$ cat src/rtl/regfile_seq.sv
// regfile_seq -- four-word, 8-bit register file that keeps its storage in an
// external single-port synchronous RAM and sequences reads and writebacks
// through a small FSM.
//
// Ports
//   clk        rising-edge clock for all state
//   reset      asynchronous active-low reset, released synchronously to clk
//   op_valid   operand-read request; accepted when op_valid & op_ready
//   op_ready   high only in IDLE when no writeback is requesting
//   rs, rt     operand register indices (2 bits each)
//   rd_valid   one-cycle pulse when rs_data/rt_data carry the new operands
//   rs_data    first operand value
//   rt_data    second operand value
//   wb_valid   writeback request; accepted when wb_valid & wb_ready
//   wb_ready   high only in IDLE
//   wb_ad      writeback register index
//   wb_data    writeback value
//   ram_ce     RAM clock enable
//   ram_oce    RAM output enable, tied high
//   ram_wre    RAM write enable (1 write, 0 read)
//   ram_ad     RAM word address
//   ram_din    RAM write data
//   ram_dout   RAM read data, valid the cycle after a read address cycle

module regfile_seq (
  input  logic       clk,
  input  logic       reset,
  input  logic       op_valid,
  output logic       op_ready,
  input  logic [1:0] rs,
  input  logic [1:0] rt,
  output logic       rd_valid,
  output logic [7:0] rs_data,
  output logic [7:0] rt_data,
  input  logic       wb_valid,
  output logic       wb_ready,
  input  logic [1:0] wb_ad,
  input  logic [7:0] wb_data,
  output logic       ram_ce,
  output logic       ram_oce,
  output logic       ram_wre,
  output logic [1:0] ram_ad,
  output logic [7:0] ram_din,
  input  logic [7:0] ram_dout
);

  typedef enum logic [2:0] {
    CLR  = 3'd0,
    IDLE = 3'd1,
    RD_A = 3'd2,
    RD_B = 3'd3,
    CAP  = 3'd4,
    WR   = 3'd5
  } state_t;

  state_t     state;
  state_t     state_nxt;
  logic [1:0] clr_cnt;
  logic [1:0] rs_lat;
  logic [1:0] rt_lat;
  logic [1:0] wb_ad_lat;
  logic [7:0] wb_data_lat;
  logic [1:0] ad_last;
  logic [7:0] din_last;
  logic       ce_c;
  logic       wre_c;

  // State register, request latches and operand capture. ad_last/din_last
  // remember what was last put on the RAM bus so idle cycles can hold it.
  always_ff @(posedge clk or negedge reset) begin
    if (!reset) begin
      state       <= CLR;
      clr_cnt     <= 2'd0;
      rs_lat      <= 2'd0;
      rt_lat      <= 2'd0;
      wb_ad_lat   <= 2'd0;
      wb_data_lat <= 8'h00;
      ad_last     <= 2'd0;
      din_last    <= 8'h00;
      rd_valid    <= 1'b0;
      rs_data     <= 8'h00;
      rt_data     <= 8'h00;
    end else begin
      state    <= state_nxt;
      ad_last  <= ram_ad;
      din_last <= ram_din;
      rd_valid <= (state == CAP);
      if (state == CLR) begin
        clr_cnt <= clr_cnt + 2'd1;
      end
      if (state == IDLE) begin
        if (wb_valid) begin
          wb_ad_lat   <= wb_ad;
          wb_data_lat <= wb_data;
        end else if (op_valid) begin
          rs_lat <= rs;
          rt_lat <= rt;
        end
      end
      // ram_dout lags the address by one cycle: the rs word arrives during
      // RD_B and the rt word during CAP.
      if (state == RD_B) begin
        rs_data <= ram_dout;
      end
      if (state == CAP) begin
        rt_data <= ram_dout;
      end
    end
  end

  // Next-state and RAM bus decode. Address and data default to the last
  // driven values so the bus stays quiet while idle.
  always_comb begin
    state_nxt = state;
    ce_c      = 1'b0;
    wre_c     = 1'b0;
    ram_ad    = ad_last;
    ram_din   = din_last;
    case (state)
      CLR: begin
        ce_c    = 1'b1;
        wre_c   = 1'b1;
        ram_ad  = clr_cnt;
        ram_din = 8'h00;
        if (clr_cnt == 2'd3) begin
          state_nxt = IDLE;
        end
      end
      IDLE: begin
        if (wb_valid) begin
          state_nxt = WR;
        end else if (op_valid) begin
          state_nxt = RD_A;
        end
      end
      WR: begin
        ce_c      = 1'b1;
        wre_c     = 1'b1;
        ram_ad    = wb_ad_lat;
        ram_din   = wb_data_lat;
        state_nxt = IDLE;
      end
      RD_A: begin
        ce_c      = 1'b1;
        ram_ad    = rs_lat;
        state_nxt = RD_B;
      end
      RD_B: begin
        ce_c      = 1'b1;
        ram_ad    = rt_lat;
        state_nxt = CAP;
      end
      CAP: begin
        state_nxt = IDLE;
      end
      default: begin
        state_nxt = CLR;
      end
    endcase
  end

  // The state register sits in CLR while reset is held, yet the RAM must not
  // see write strobes until reset is released, so the strobes are qualified
  // with the reset level itself.
  always_comb begin
    ram_ce   = ce_c & reset;
    ram_wre  = wre_c & reset;
    ram_oce  = 1'b1;
    wb_ready = (state == IDLE);
    op_ready = (state == IDLE) & ~wb_valid;
  end

endmodule

$ cat config.mk
export PLATFORM = sky130hd
export DESIGN_NAME = regfile_seq
export DESIGN_NICKNAME = d
export VERILOG_FILES = /design/src/rtl/regfile_seq.sv
export SDC_FILE = /design/constraint.sdc
export NUM_CORES = 1
export LEC_CHECK = 0
export CORE_MARGIN = 10
export CORE_UTILIZATION = 47
export DETAILED_ROUTE_END_ITERATION = 8
export GPL_ROUTABILITY_DRIVEN = 0
export PLACE_DENSITY = 0.84
export SLEW_MARGIN = 0
export SYNTH_ARGS = -nofsm -noshare
export SYNTH_HDL_FRONTEND = slang
export SYNTH_SLANG_ARGS = --single-unit
export TNS_END_PERCENT = 10
$ cat constraint.sdc
create_clock -name clk -period 2.35 [get_ports clk]
set_clock_uncertainty 0.15 [all_clocks]
set_input_delay 0.705 -clock clk [delete_from_list [all_inputs] [get_ports clk]]
set_output_delay 0.705 -clock clk [all_outputs]
set_load 0.005 [all_outputs]
# Yosys cells after proc, flatten, opt, wreduce, memory -nomap -nowiden
# Index checks and enable logic that the tools add are counted.
totals:
  reg_bits: 46
  in_bits: 26
  out_inout_bits: 32
  word_cells: 39
classes:
  add_sub_neg: 1
  n_eq_ne: 8
  muxes: 8
  bitwise: 4
  n_reduce_logical: 7
op_table:
  columns: ["operator", "n"]
  rows:
  - ["one-hot mux 8 bit (2 select lines)", 1]
  - ["one-hot mux 3 bit (5 select lines)", 1]
  - ["two-way mux 3 bit", 3]
  - ["one-hot mux 2 bit (4 select lines)", 1]
  - ["== test 3 x 2 -> 1 bit (second input constant)", 2]
  - ["== test 3 bit (second input constant)", 2]
  - ["AND reduction 2 bit", 2]
  - ["OR reduction 2 bit", 2]
  - ["OR reduction 4 bit", 1]
  - ["AND 1 bit", 3]
  - ["== test 3 x 1 -> 1 bit (second input constant)", 1]
  - ["zero test 3 bit", 1]
  - ["!= test 3 bit (second input constant)", 1]
  - ["AND reduction 3 bit", 1]
  - ["adder 2 x 1 -> 2 bit (second input constant)", 1]
  - ["== test 2 bit (second input constant)", 1]
  - ["two-way mux 1 bit", 2]
  - ["!= test 2 x 1 -> 1 bit (second input constant)", 1]
  - ["inverter 1 bit", 1]

# Logic depth before layout (Yosys ltp)
# Gate-level depths: netlist (run 1).
logic_depth:
  depth_word: 4
  ltp_mapped: 5
  ltp_nobuf: 3

# Worst setup path before layout (run 1)
# OpenSTA, ideal clock, no wires.
synth_path:
  kind: "register -> output"
  start: "reg state[0]"
  end: "out ram_ad[1]"
  t_arrival_ps: 1148
  required_ps: 1495
  slack_ps: 347
  path_stages_with_launch: 6
  n_path_buf: 2
  path_cell_list: "dfrtp_1 buf_6 nor2b_1 buf_2 a32oi_1 o211a_1"
synth_between:
  elab_chain_len: 2
  elab_cells_between_ends: 5
  classes_between: "eq/ne (3); mux (1); reduce/logical (1)"
synth_lines:
  columns: ["item", "line", "source"]
  rows:
  - ["start, declared", "56", "state_t state;"]
  - ["start signal, assigned", "84", "state <= state_nxt;"]
  - ["== test 3 x 2 -> 1 bit, or another cell as far along", "119", "case (state)"]
  - ["one-hot mux 2 bit (4 select lines) (*)", "119", null]
  - ["end, declared", "42", "output logic [1:0] ram_ad,"]
# Mark *: on every way between the ends. The rest lies on a longest branch, timed or not.

# Worst setup path in the final report (run 1)
layout_path:
  start: "reg state[0]"
  end: "out ram_din[5]"
layout_between:
  elab_chain_len: 2
  elab_cells_between_ends: 3
  classes_between: "eq/ne (1); mux (1); reduce/logical (1)"
layout_lines:
  columns: ["item", "line", "source"]
  rows:
  - ["== test 3 bit / zero test 3 bit (equally long branches)", "119", null]
  - ["one-hot mux 8 bit (2 select lines) (*)", "119", null]
  - ["end, declared", "43", "output logic [7:0] ram_din,"]
# Marks and branches as above.

==> summary.md, run 1 <==
| Metric | Value |
|---|---|
| Largest net degree at the start of global routing | `28` |
| Met3 GRT Util | `7.93%` |
| Top Usage Layer GRT | `met2` |
| DP Wirelength | `3.84 mm` |
| RSZ-0062 raised after global routing | `true` |
| Deepest clock path buffer count | `2` |
| Latest clock arrival within the worst-skew pair | `0.30 ns` |
| Number of synthesized register bits | `46` |
| Critical Path End Type | `output pin` |
| Num CTS Buffers | `5` |
| Drt pass-1 iters | `4` |
| I/O pins | `58` |
| Chip Width | `85.3 um` |
| Lkg Pwr | `1.38 nW` |
| Final hold vios | `0` |
| Worst vdd ir | `0.819 mV` |
| R2r startpoint | `state[0]` |
| Sequential area share after synthesis | `57.4%` |
| H-tree levels | `2` |
| Fin nets | `268` |
| Worst setup margin | `-0.139 ns` |
| Syn_area_per_cell | `13.5 um2` |
| Yosys warns | `0` |
| Min Tclk post-route | `2.49 ns` |
| CP Class | `flop to output pin` |
| Slowest CP cell | `dfrtp_1` |
| Placed inst area | `0.00274 mm2` |
| Violated checks | `setup timing` |
| Diode count | `0` |
| Antenna viol nets, final | `0` |
| Worst EP required | `1.49 ns` |
| Post-CTS Hold Buffers | `0` |
| Clock sinks | `46` |
| Drt drc | `0` |
| Port Buffer Count | `56` |
| Share of layout cells above drive strength 1 | `47.5%` |
| CP arrival | `1.63 ns` |
| Iter 0 DRT Violations | `90` |
| Initial Util | `49.5%` |
| Met1 Track Usage GR | `16.8%` |
| DRT Wirelength | `5.68 mm` |
| Final worst-path cycle share | `106%` |
| WHS | `0.229 ns` |
| Final setup vio count | `12` |
| Ranking of synthesized cells by area | `dfrtp_1, mux2_2, o2bb2ai_1` |
| Cell Area, Synth | `0.00201 mm2` |
| Met2 Use GR | `26.8%` |
| Vias post-DR | `1558` |
| Worst-path fanout max | `8` |
| Final Max Slew Viols | `0` |
| Worst R2R Path Depth | `5` |
| Area delta synth->final | `54.7%` |
| Grt ovf | `0` |
| Startpoint types | `flop` |
| Root buffer cell | `clkbuf_8` |
| Core Area | `0.00406 mm2` |
| # rows | `23` |
| Hold Path Class | `input pin to async pin` |
| Leading area contributor after synthesis | `dfrtp_1` |
| Post-route cell area | `0.00311 mm2` |
| Setup slack, reg-to-reg | `0.39 ns` |
| Library cells used by synthesis | `36` |
| Global router's overall resource usage | `15.9%` |
| Vias per cell | `5.34` |
| PwrDens | `1450 mW/mm2` |
| Vias in the first global route | `1799` |
| CTS clk-pin slew, worst paths | `0.08 ns` |
| Initial antenna violation count | `0` |
| TritonCTS clock tree | `yes` |
| Die ar. | `0.00728 mm2` |
| Wire length of the first global-routing pass | `9.24 mm` |
| Worst reg2reg path endpoint | `rt_data[2]` |
| Die Height | `85.3 um` |
| Top achievable clock speed | `402 MHz` |
| Total of max-cap violations | `0` |
| Share of the synthesized area in the top cell type | `57.4%` |
| Slowest stage delay, CP | `0.43 ns` |
| WL/cell | `19.5 um` |
| Worst path cell trace | `buf_6 > nor2b_4 > or2_4 > o2bb2ai_4 > buf_2` |
| Synthesized instance count | `149` |
| Status | `complete, but fails checks` |
| Synth Net Count | `176` |
==> cells in the mapped netlist <==
library cell,count
dfrtp_1,46
mux2_2,27
nor2b_1,11
a21oi_1,9
o2bb2ai_1,8
buf_2,4
o21ai_0,4
nand2_1,3
nor2_1,3
buf_6,2
inv_1,2
mux2_4,2
mux2i_1,2
nand2b_1,2
nand3_1,2
nor3_1,2
a32oi_1,1
and2_1,1
and2_4,1
and2b_1,1
buf_4,1
buf_8,1
clkbuf_1,1
conb_1,1
ha_1,1
inv_2,1
mux4_2,1
nand2_2,1
nor3_4,1
nor3b_4,1
nor4b_1,1
o211a_1,1
o221ai_1,1
or2_1,1
xnor2_1,1
xor2_1,1
==> stage by stage <==
stage	util (%)	worst slack, ns	power (W)	instances	setup TNS, ns
after floorplan	-	0.347	0.00239	149	0
after global placement	67.6	-0.380	0.00339	271	-1.66
after detailed placement	67.6	-0.446	0.00350	271	-2.40
after CTS	75.6	-0.194	0.00438	289	-1.78
after global routing	76.5	-0.209	0.00480	292	-2.07
final	76.5	-0.139	0.00452	292	-1.35
==> logic make-up (layout without fill, tap and decap cells) <==
logic type | after synthesis | in the layout | share of synthesized area [%]
AOI/OAI and AO/OA | 24 | 24 | 8.10
xor gates and xnor gates | 2 | 2 | 0.873
muxes | 32 | 32 | 18.8
and+or+nand+nor | 31 | 31 | 10.1
other | 1 | 1 | 0.187
buffers and inverters | 12 | 105 | 3.99
DFF | 46 | 46 | 57.4
adders and majority gates | 1 | 1 | 0.623
==> cells in the final DEF (no fill, tap or decap), drive strengths merged <==
cell           synthesis  routed
clkbuf                 1      14
and2b                  1       1
clkdlybuf4s15          0       2
inv                    3       3
mux4                   1       1
clkinv                 0       1
nand2b                 2       2
o221ai                 1       1
dlygate4sd2            0       1
and2                   2       2
a32oi                  1       1
nor2                   3       3
ha                     1       1
conb                   1       1
o2bb2ai                8       8
xnor2                  1       1
clkdlybuf4s50          0      40
buf                    8      44
xor2                   1       1
o211a                  1       1
o21ai                  4       4
nand3                  2       2
nor2b                 11      11
nor4b                  1       1
mux2i                  2       2
nor3b                  1       1
a21oi                  9       9
or2                    1       1
nand2                  4       4
nor3                   3       3
mux2                  29      29
dfrtp                 46      46
==> timing repair <==
item,in CTS,in global routing
hold endpoints to repair,0,0
pin swaps,10,7
buffers inserted,10,3
gates resized for setup,67,17
endpoints found under the setup margin,14,14
==> worst max-delay path: cells and delay by family, from the launching register on <==
family | cells | cell delay (ns)
buffers and inverters | 2 | 0.28
AND/OR/NAND/NOR | 2 | 0.46
flip-flops | 1 | 0.43
AO/OA/AOI/OAI | 1 | 0.17
==> where the power goes <==
group          internal (W)  leakage (nW)  total [W]  switching [W]
sequential          0.00119         0.559    0.00145       0.000255
combinational       0.00151         0.773    0.00258        0.00107
clock              0.000237        0.0482   0.000494       0.000257
total               0.00293          1.38    0.00452        0.00158
==> how the worst max path moves through the flow <==
stage,to,cells after the start,slack (ns),start
6_report,ram_din[5],5,-0.14,state[0]
5_1_grt,ram_ce,6,-0.21,state[1]
4_1_cts,ram_din[1],5,-0.19,state[0]
3_5_place_dp,op_ready,3,-0.45,wb_valid
3_3_place_gp,op_ready,3,-0.38,wb_valid
2_1_floorplan,ram_ad[1],5,0.35,state[0]
==> cell type report <==
cell class                 count  area (um2)
sequential                    46        1150
multi-input combinational     91         975
inverter                       3        11.3
tap                           50        62.6
clock buffer                   7        86.3
clock inverter                 1        5.00
fill                         254         952
timing repair buffer          94         812
==> state kept, by name (all words and copies together) (netlist names) <==
register,count
rt_data,8
ad_last,2
rs_data,8
din_last,8
wb_data_lat,8
state,3
wb_ad_lat,2
rs_lat,2
clr_cnt,2
rd_valid,1
rt_lat,2
==> layer usage <==
metal | up-vias | wire, um
li1 | 706 | -
met1 | 779 | 2230
met2 | 61 | 2830
met3 | 12 | 518
met4 | 0 | 99
met5 | - | 0
Note: power is estimated with default switching activity, not from simulation.
==> run 2: changes to the inputs <==
--- a/config.mk
+++ b/config.mk
@@ -9,7 +9,7 @@
 export CORE_UTILIZATION = 47
 export DETAILED_ROUTE_END_ITERATION = 8
 export GPL_ROUTABILITY_DRIVEN = 0
-export PLACE_DENSITY = 0.84
+export PLACE_DENSITY = 0.79
 export SLEW_MARGIN = 0
 export SYNTH_ARGS = -nofsm -noshare
 export SYNTH_HDL_FRONTEND = slang
==> summary.md, run 2 (synthesized netlist as in run 1, its figures left out) <==
| Metric | Value |
|---|---|
| Final hold vios | `0 (unchanged)` |
| Wire length of the first global-routing pass | `8.92 mm (-3.4%)` |
| Top achievable clock speed | `403 MHz (+0.23%)` |
| Drt pass-1 iters | `4 (unchanged)` |
| Vias in the first global route | `1792 (-0.39%)` |
| Die ar. | `0.00728 mm2 (unchanged)` |
| Share of layout cells above drive strength 1 | `45.3% (-2.2 points)` |
| Hold Path Class | `input pin to async pin` |
| PwrDens | `1490 mW/mm2 (+2.1%)` |
| Met2 WL | `2.70 mm (-4.6%)` |
| Vias post-DR | `1521 (-2.4%)` |
| Post-route met1 wirelength | `2.12 mm (-5.1%)` |
| R2r startpoint | `state[2]` |
| Grt ovf | `0 (unchanged)` |
| Setup slack, reg-to-reg | `0.45 ns (+0.06 ns)` |
| Commonest cells after routing, fill and taps aside | `dfrtp_1, clkdlybuf4s50_1, mux2_2` |
| TritonCTS clock tree | `yes` |
| Area delta synth->final | `50.1%` |
| Clock sinks | `46 (unchanged)` |
| Worst setup margin | `-0.133 ns (+0.00576 ns)` |
| Post-Layout Cell Count | `286 (-2.1%)` |
| Dpl ws | `-0.333 ns (+0.113 ns)` |
| Placed cell count | `266 (-1.8%)` |
| Diode count | `0 (unchanged)` |
| WL/cell | `19.2 um (-1.4%)` |
| Total of max-cap violations | `0 (unchanged)` |
| Worst reg2reg path endpoint | `rt_data[5]` |
| Worst vdd ir | `0.720 mV (-12%)` |
| CP arrival | `1.63 ns (about the same)` |
| Most common cell after layout, fill and taps aside | `dfrtp_1` |
| CTS clk-pin slew, worst paths | `0.09 ns (about the same)` |
| Deepest clock path buffer count | `2 (unchanged)` |
| Startpoint types | `flop` |
| Tot Pwr | `0.00447 W (-0.91%)` |
| I/O pins | `58 (unchanged)` |
| Drt drc | `0 (unchanged)` |
| Placed inst area | `0.00271 mm2 (-1.4%)` |
| Port Buffer Count | `56 (unchanged)` |
| Latest clock arrival within the worst-skew pair | `0.30 ns (about the same)` |
| Iter 0 DRT Violations | `78 (-13%)` |
| Initial antenna violation count | `0 (unchanged)` |
| Min Tclk post-route | `2.48 ns (-0.00576 ns)` |
| RSZ-0062 raised after global routing | `true` |
| CP Class | `flop to output pin` |
| Status | `complete, but fails checks` |
| DP Wirelength | `3.70 mm (-3.7%)` |
| Post-route cell area | `0.00301 mm2 (-3.0%)` |
| WHS | `0.240 ns (+0.0115 ns)` |
| Fin nets | `262 (-2.2%)` |
| DRT Wirelength | `5.48 mm (-3.5%)` |
| # rows | `23 (unchanged)` |
| Lkg Pwr | `1.35 nW (-2.2%)` |
| Worst-path fanout max | `5 (-3)` |
| H-tree levels | `2 (unchanged)` |
| Largest net degree at the start of global routing | `28 (unchanged)` |
| Critical Path End Type | `output pin` |
| Met3 WL | `560 um (+8.1%)` |
| Chip Width | `85.3 um (unchanged)` |
| Max layer used | `met4` |
| Worst EP required | `1.49 ns (about the same)` |
| Initial Util | `49.5% (unchanged)` |
| Global router's overall resource usage | `15.1% (-0.80 points)` |
| Core Area | `0.00406 mm2 (unchanged)` |
| Violated checks | `setup timing` |
| Antenna viol nets, final | `0 (unchanged)` |
| Num CTS Buffers | `5 (unchanged)` |
| Die Height | `85.3 um (unchanged)` |
| Final setup vio count | `11 (-1)` |
| Root buffer cell | `clkbuf_8` |
| Final worst-path cycle share | `106% (-0.25 points)` |
| Worst R2R Path Depth | `5 (unchanged)` |
| Final Max Slew Viols | `0 (unchanged)` |
| Vias per cell | `5.32 (-0.33%)` |
[run 2: repair_timing]
item,in CTS,in global routing
buffers inserted,9,2
resized for setup,53,20
hold buffers,0,0
endpoints found under the setup margin,14,14
cloned,0,1
pin swaps,8,2
[run 2: worst max-delay path, stage by stage, from the launching register on]
cell     delay, ns
dfrtp_2       0.45
buf_6         0.12
mux4_2        0.49
nand2_2       0.08
o21ai_2       0.06
buf_2         0.13
[run 2: per-layer routing]
metal	GRT usage, %	vias up
li1	-	695
met1	16.2	755
met2	24.9	58
met3	8.51	13
met4	4.19	0
met5	0	-
[run 2: metrics by stage]
stage / util [%] / TNS, ns
finish: 74.3 / -0.845
CTS: 73.4 / -1.25
global placement: 66.7 / -1.59
detailed placement: 66.7 / -2.12
global route: 74.3 / -1.69
floorplan: - / 0
[run 2: layout make-up]
cell class              count  area (um2)
repair buffers             88         767
well taps                  50        62.6
inverters                   3        11.3
clock inverters             2        60.1
multi-input cells          91         876
clock buffers               6        82.6
fillers                   259        1040
flip-flops and latches     46        1150
[run 2: worst max-delay path by stage]
stage | startpoint | to | slack [ns] | depth (start not counted)
2_1_floorplan | state[0] | ram_ad[1] | 0.35 | 5
3_3_place_gp | wb_valid | op_ready | -0.33 | 3
3_5_place_dp | wb_valid | op_ready | -0.33 | 3
4_1_cts | state[0] | ram_ad[1] | -0.18 | 5
5_1_grt | state[1] | ram_ad[0] | -0.21 | 5
6_report | state[1] | ram_ad[0] | -0.13 | 5
[run 2: power by group]
group	switching, W	internal [W]
sequential	0.000241	0.00119
combinational	0.000958	0.00137
clock	0.000263	0.000453
total	0.00146	0.00301
==> run 3: changes to the inputs <==
--- a/config.mk
+++ b/config.mk
@@ -6,10 +6,12 @@
 export NUM_CORES = 1
 export LEC_CHECK = 0
 export CORE_MARGIN = 10
-export CORE_UTILIZATION = 47
+export CORE_UTILIZATION = 42
 export DETAILED_ROUTE_END_ITERATION = 8
 export GPL_ROUTABILITY_DRIVEN = 0
-export PLACE_DENSITY = 0.79
+export GPL_TIMING_DRIVEN = 0
+export PLACE_DENSITY = 0.75
+export SKIP_CTS_REPAIR_TIMING = 1
 export SLEW_MARGIN = 0
 export SYNTH_ARGS = -nofsm -noshare
 export SYNTH_HDL_FRONTEND = slang
==> constraint.sdc (replaced) <==
create_clock -name clk -period 2.15 [get_ports clk]
set_clock_uncertainty 0.15 [all_clocks]
set_input_delay 0.645 -clock clk [delete_from_list [all_inputs] [get_ports clk]]
set_output_delay 0.645 -clock clk [all_outputs]
set_load 0.005 [all_outputs]
==> summary.md, run 3 (synthesized netlist as in run 1, its figures left out) <==
| Metric | Value |
|---|---|
| Antenna viol nets, final | `0 (unchanged)` |
| Area delta synth->final | `47.8%` |
| Worst EP required | `1.35 ns (-0.14 ns)` |
| Startpoint types | `flop` |
| Grt ovf | `0 (unchanged)` |
| DRT Wirelength | `4.93 mm (-10%)` |
| WL/cell | `17.6 um (-8.1%)` |
| TritonCTS clock tree | `yes` |
| Drt pass-1 iters | `4 (unchanged)` |
| Die Height | `89.1 um (+4.4%)` |
| Diode count | `0 (unchanged)` |
| Worst setup margin | `-0.276 ns (-0.143 ns)` |
| Fin Setup TNS | `-2.63 ns (-1.78 ns)` |
| Top achievable clock speed | `412 MHz` |
| Iter 0 DRT Violations | `84 (+7.7%)` |
| Commonest cells after routing, fill and taps aside | `dfrtp_1, clkdlybuf4s50_1, mux2_2` |
| Vias in the first global route | `1472 (-18%)` |
| Latest clock arrival within the worst-skew pair | `0.29 ns (about the same)` |
| H-tree levels | `2 (unchanged)` |
| Met2 Use GR | `17.4% (-7.6 points)` |
| Chip Width | `89.1 um (+4.4%)` |
| Port Buffer Count | `56 (unchanged)` |
| Min Tclk post-route | `2.43 ns` |
| Global router's overall resource usage | `12.1% (-3.0 points)` |
| CTS clk-pin slew, worst paths | `0.08 ns (about the same)` |
| Vias post-DR | `1448 (-4.8%)` |
| Utilization after layout | `63.2% (-11 points)` |
| Dpl ws | `-0.743 ns (-0.410 ns)` |
| Fin nets | `252 (-3.8%)` |
| Final hold vios | `0 (unchanged)` |
| Switching power of the nets | `0.00149 W (+1.6%)` |
| Wire length of the first global-routing pass | `7.33 mm (-18%)` |
| Share of layout cells above drive strength 1 | `40.7% (-4.6 points)` |
| Share of power burned in registers | `33.9% (+1.9 points)` |
| CP arrival | `1.63 ns (about the same)` |
| Num CTS Buffers | `5 (unchanged)` |
| Core Area | `0.00469 mm2 (+16%)` |
| Root buffer cell | `clkbuf_8` |
| Worst vdd ir | `0.710 mV (-1.5%)` |
| CP Class | `flop to output pin` |
| Vias per cell | `5.17 (-2.8%)` |
| RSZ-0062 raised after global routing | `true` |
| PwrDens | `1520 mW/mm2 (+2.3%)` |
| Total of max-cap violations | `0 (unchanged)` |
| Met3 GRT Util | `9.57% (+1.1 points)` |
| Status | `complete, but fails checks` |
| Hold Path Class | `input pin to async pin` |
| Final Max Slew Viols | `0 (unchanged)` |
| Critical Path End Type | `output pin` |
| # rows | `25 (+8.7%)` |
| I/O pins | `58 (unchanged)` |
| WHS | `0.102 ns (-0.138 ns)` |
| Rel. slew slack | `63.5%` |
| Top Usage Layer GRT | `met2` |
| Clk pwr share | `14.1% (-1.9 points)` |
| Worst-Margin Slew | `0.546 ns` |
| Pint | `0.00302 W (+0.24%)` |
| Logic pwr share | `52.0% (about the same)` |
| Worst-path fanout max | `4 (-1)` |
| Violated checks | `setup timing` |
| Final setup vio count | `13 (+2)` |
| Fill cells | `375 (+45%)` |
| Initial Util | `42.8% (-6.7 points)` |
| Lkg Pwr | `1.33 nW (-1.6%)` |
| Deepest clock path buffer count | `2 (unchanged)` |
| Die ar. | `0.00794 mm2 (+9.1%)` |
| Final worst-path cycle share | `113%` |
| Initial antenna violation count | `0 (unchanged)` |
| Most common cell after layout, fill and taps aside | `dfrtp_1` |
| Clock sinks | `46 (unchanged)` |
| DP Wirelength | `3.34 mm (-9.7%)` |
| Sw frac | `33.0% (+0.29 points)` |
| Met1 Track Usage GR | `13.7% (-2.6 points)` |
| Drt drc | `0 (unchanged)` |
| Largest net degree at the start of global routing | `37 (+32%)` |
[run 3: cell count changes in the layout (fill, tap and decap cells not counted), moves of 2 or more]
cell and delta:
buf_6 +2, buf_4 -16, clkbuf_2 +2, dlymetal6s2s_1 +3
buf_8 +2, dlygate4sd2_1 -3
[run 3: cell type report]
type | count | area [um2] | share of cell area [%]
Buffer | 9 | 95.1 | 3.21
Clock buffer | 6 | 72.6 | 2.45
Clock inverter | 2 | 37.5 | 1.27
Inverter | 3 | 13.8 | 0.464
Multi-Input combinational cell | 91 | 872 | 29.4
Sequential cell | 46 | 1150 | 38.9
Tap cell | 54 | 67.6 | 2.28
Timing Repair Buffer | 69 | 654 | 22.1
[run 3: stage by stage]
stage	area, um2	std cells	total power [W]
floorplan	2010	149	0.00261
global placement	2640	259	0.00354
detailed placement	2650	260	0.00358
CTS	2760	268	0.00423
global route	2970	280	0.00486
finish	2970	280	0.00451
[run 3: final timing paths]
kind                                start            to  slack, ns  depth (start not counted)
worst max-delay path             state[1]     ram_ad[0]      -0.28                          5
worst max register to register   state[2]  wb_ad_lat[0]       0.36                          6
min in group clk                rt_lat[0]     rt_lat[0]       0.35                          1
worst min register to register  rt_lat[0]     rt_lat[0]       0.35                          1
worst min-delay path                reset   din_last[6]       0.10                          2
max in group asynchronous           reset    rs_data[1]       0.76                          2
[run 3: critical path: stages, from the launching register on]
cell and delay [ns]:
dfrtp_2 0.45, buf_6 0.12, mux4_2 0.49, nand2_2 0.08, o21ai_2 0.06, buf_2 0.14
[run 3: power groups by stage]
stage / sequential (W) / clock [W] / combinational [W]
global route: 0.00159 / 0.000697 / 0.00257
floorplan: 0.00150 / 0 / 0.00111
finish: 0.00153 / 0.000633 / 0.00234
detailed placement: 0.00153 / 0 / 0.00205
global placement: 0.00151 / 0 / 0.00203
CTS: 0.00151 / 0.000652 / 0.00207
[run 3: metal layers]
metal  routed length [um]  up-vias
li1                     -      671
met1                 2030      727
met2                 2280       46
met3                  597        4
met4                   26        0
met5                    0        -
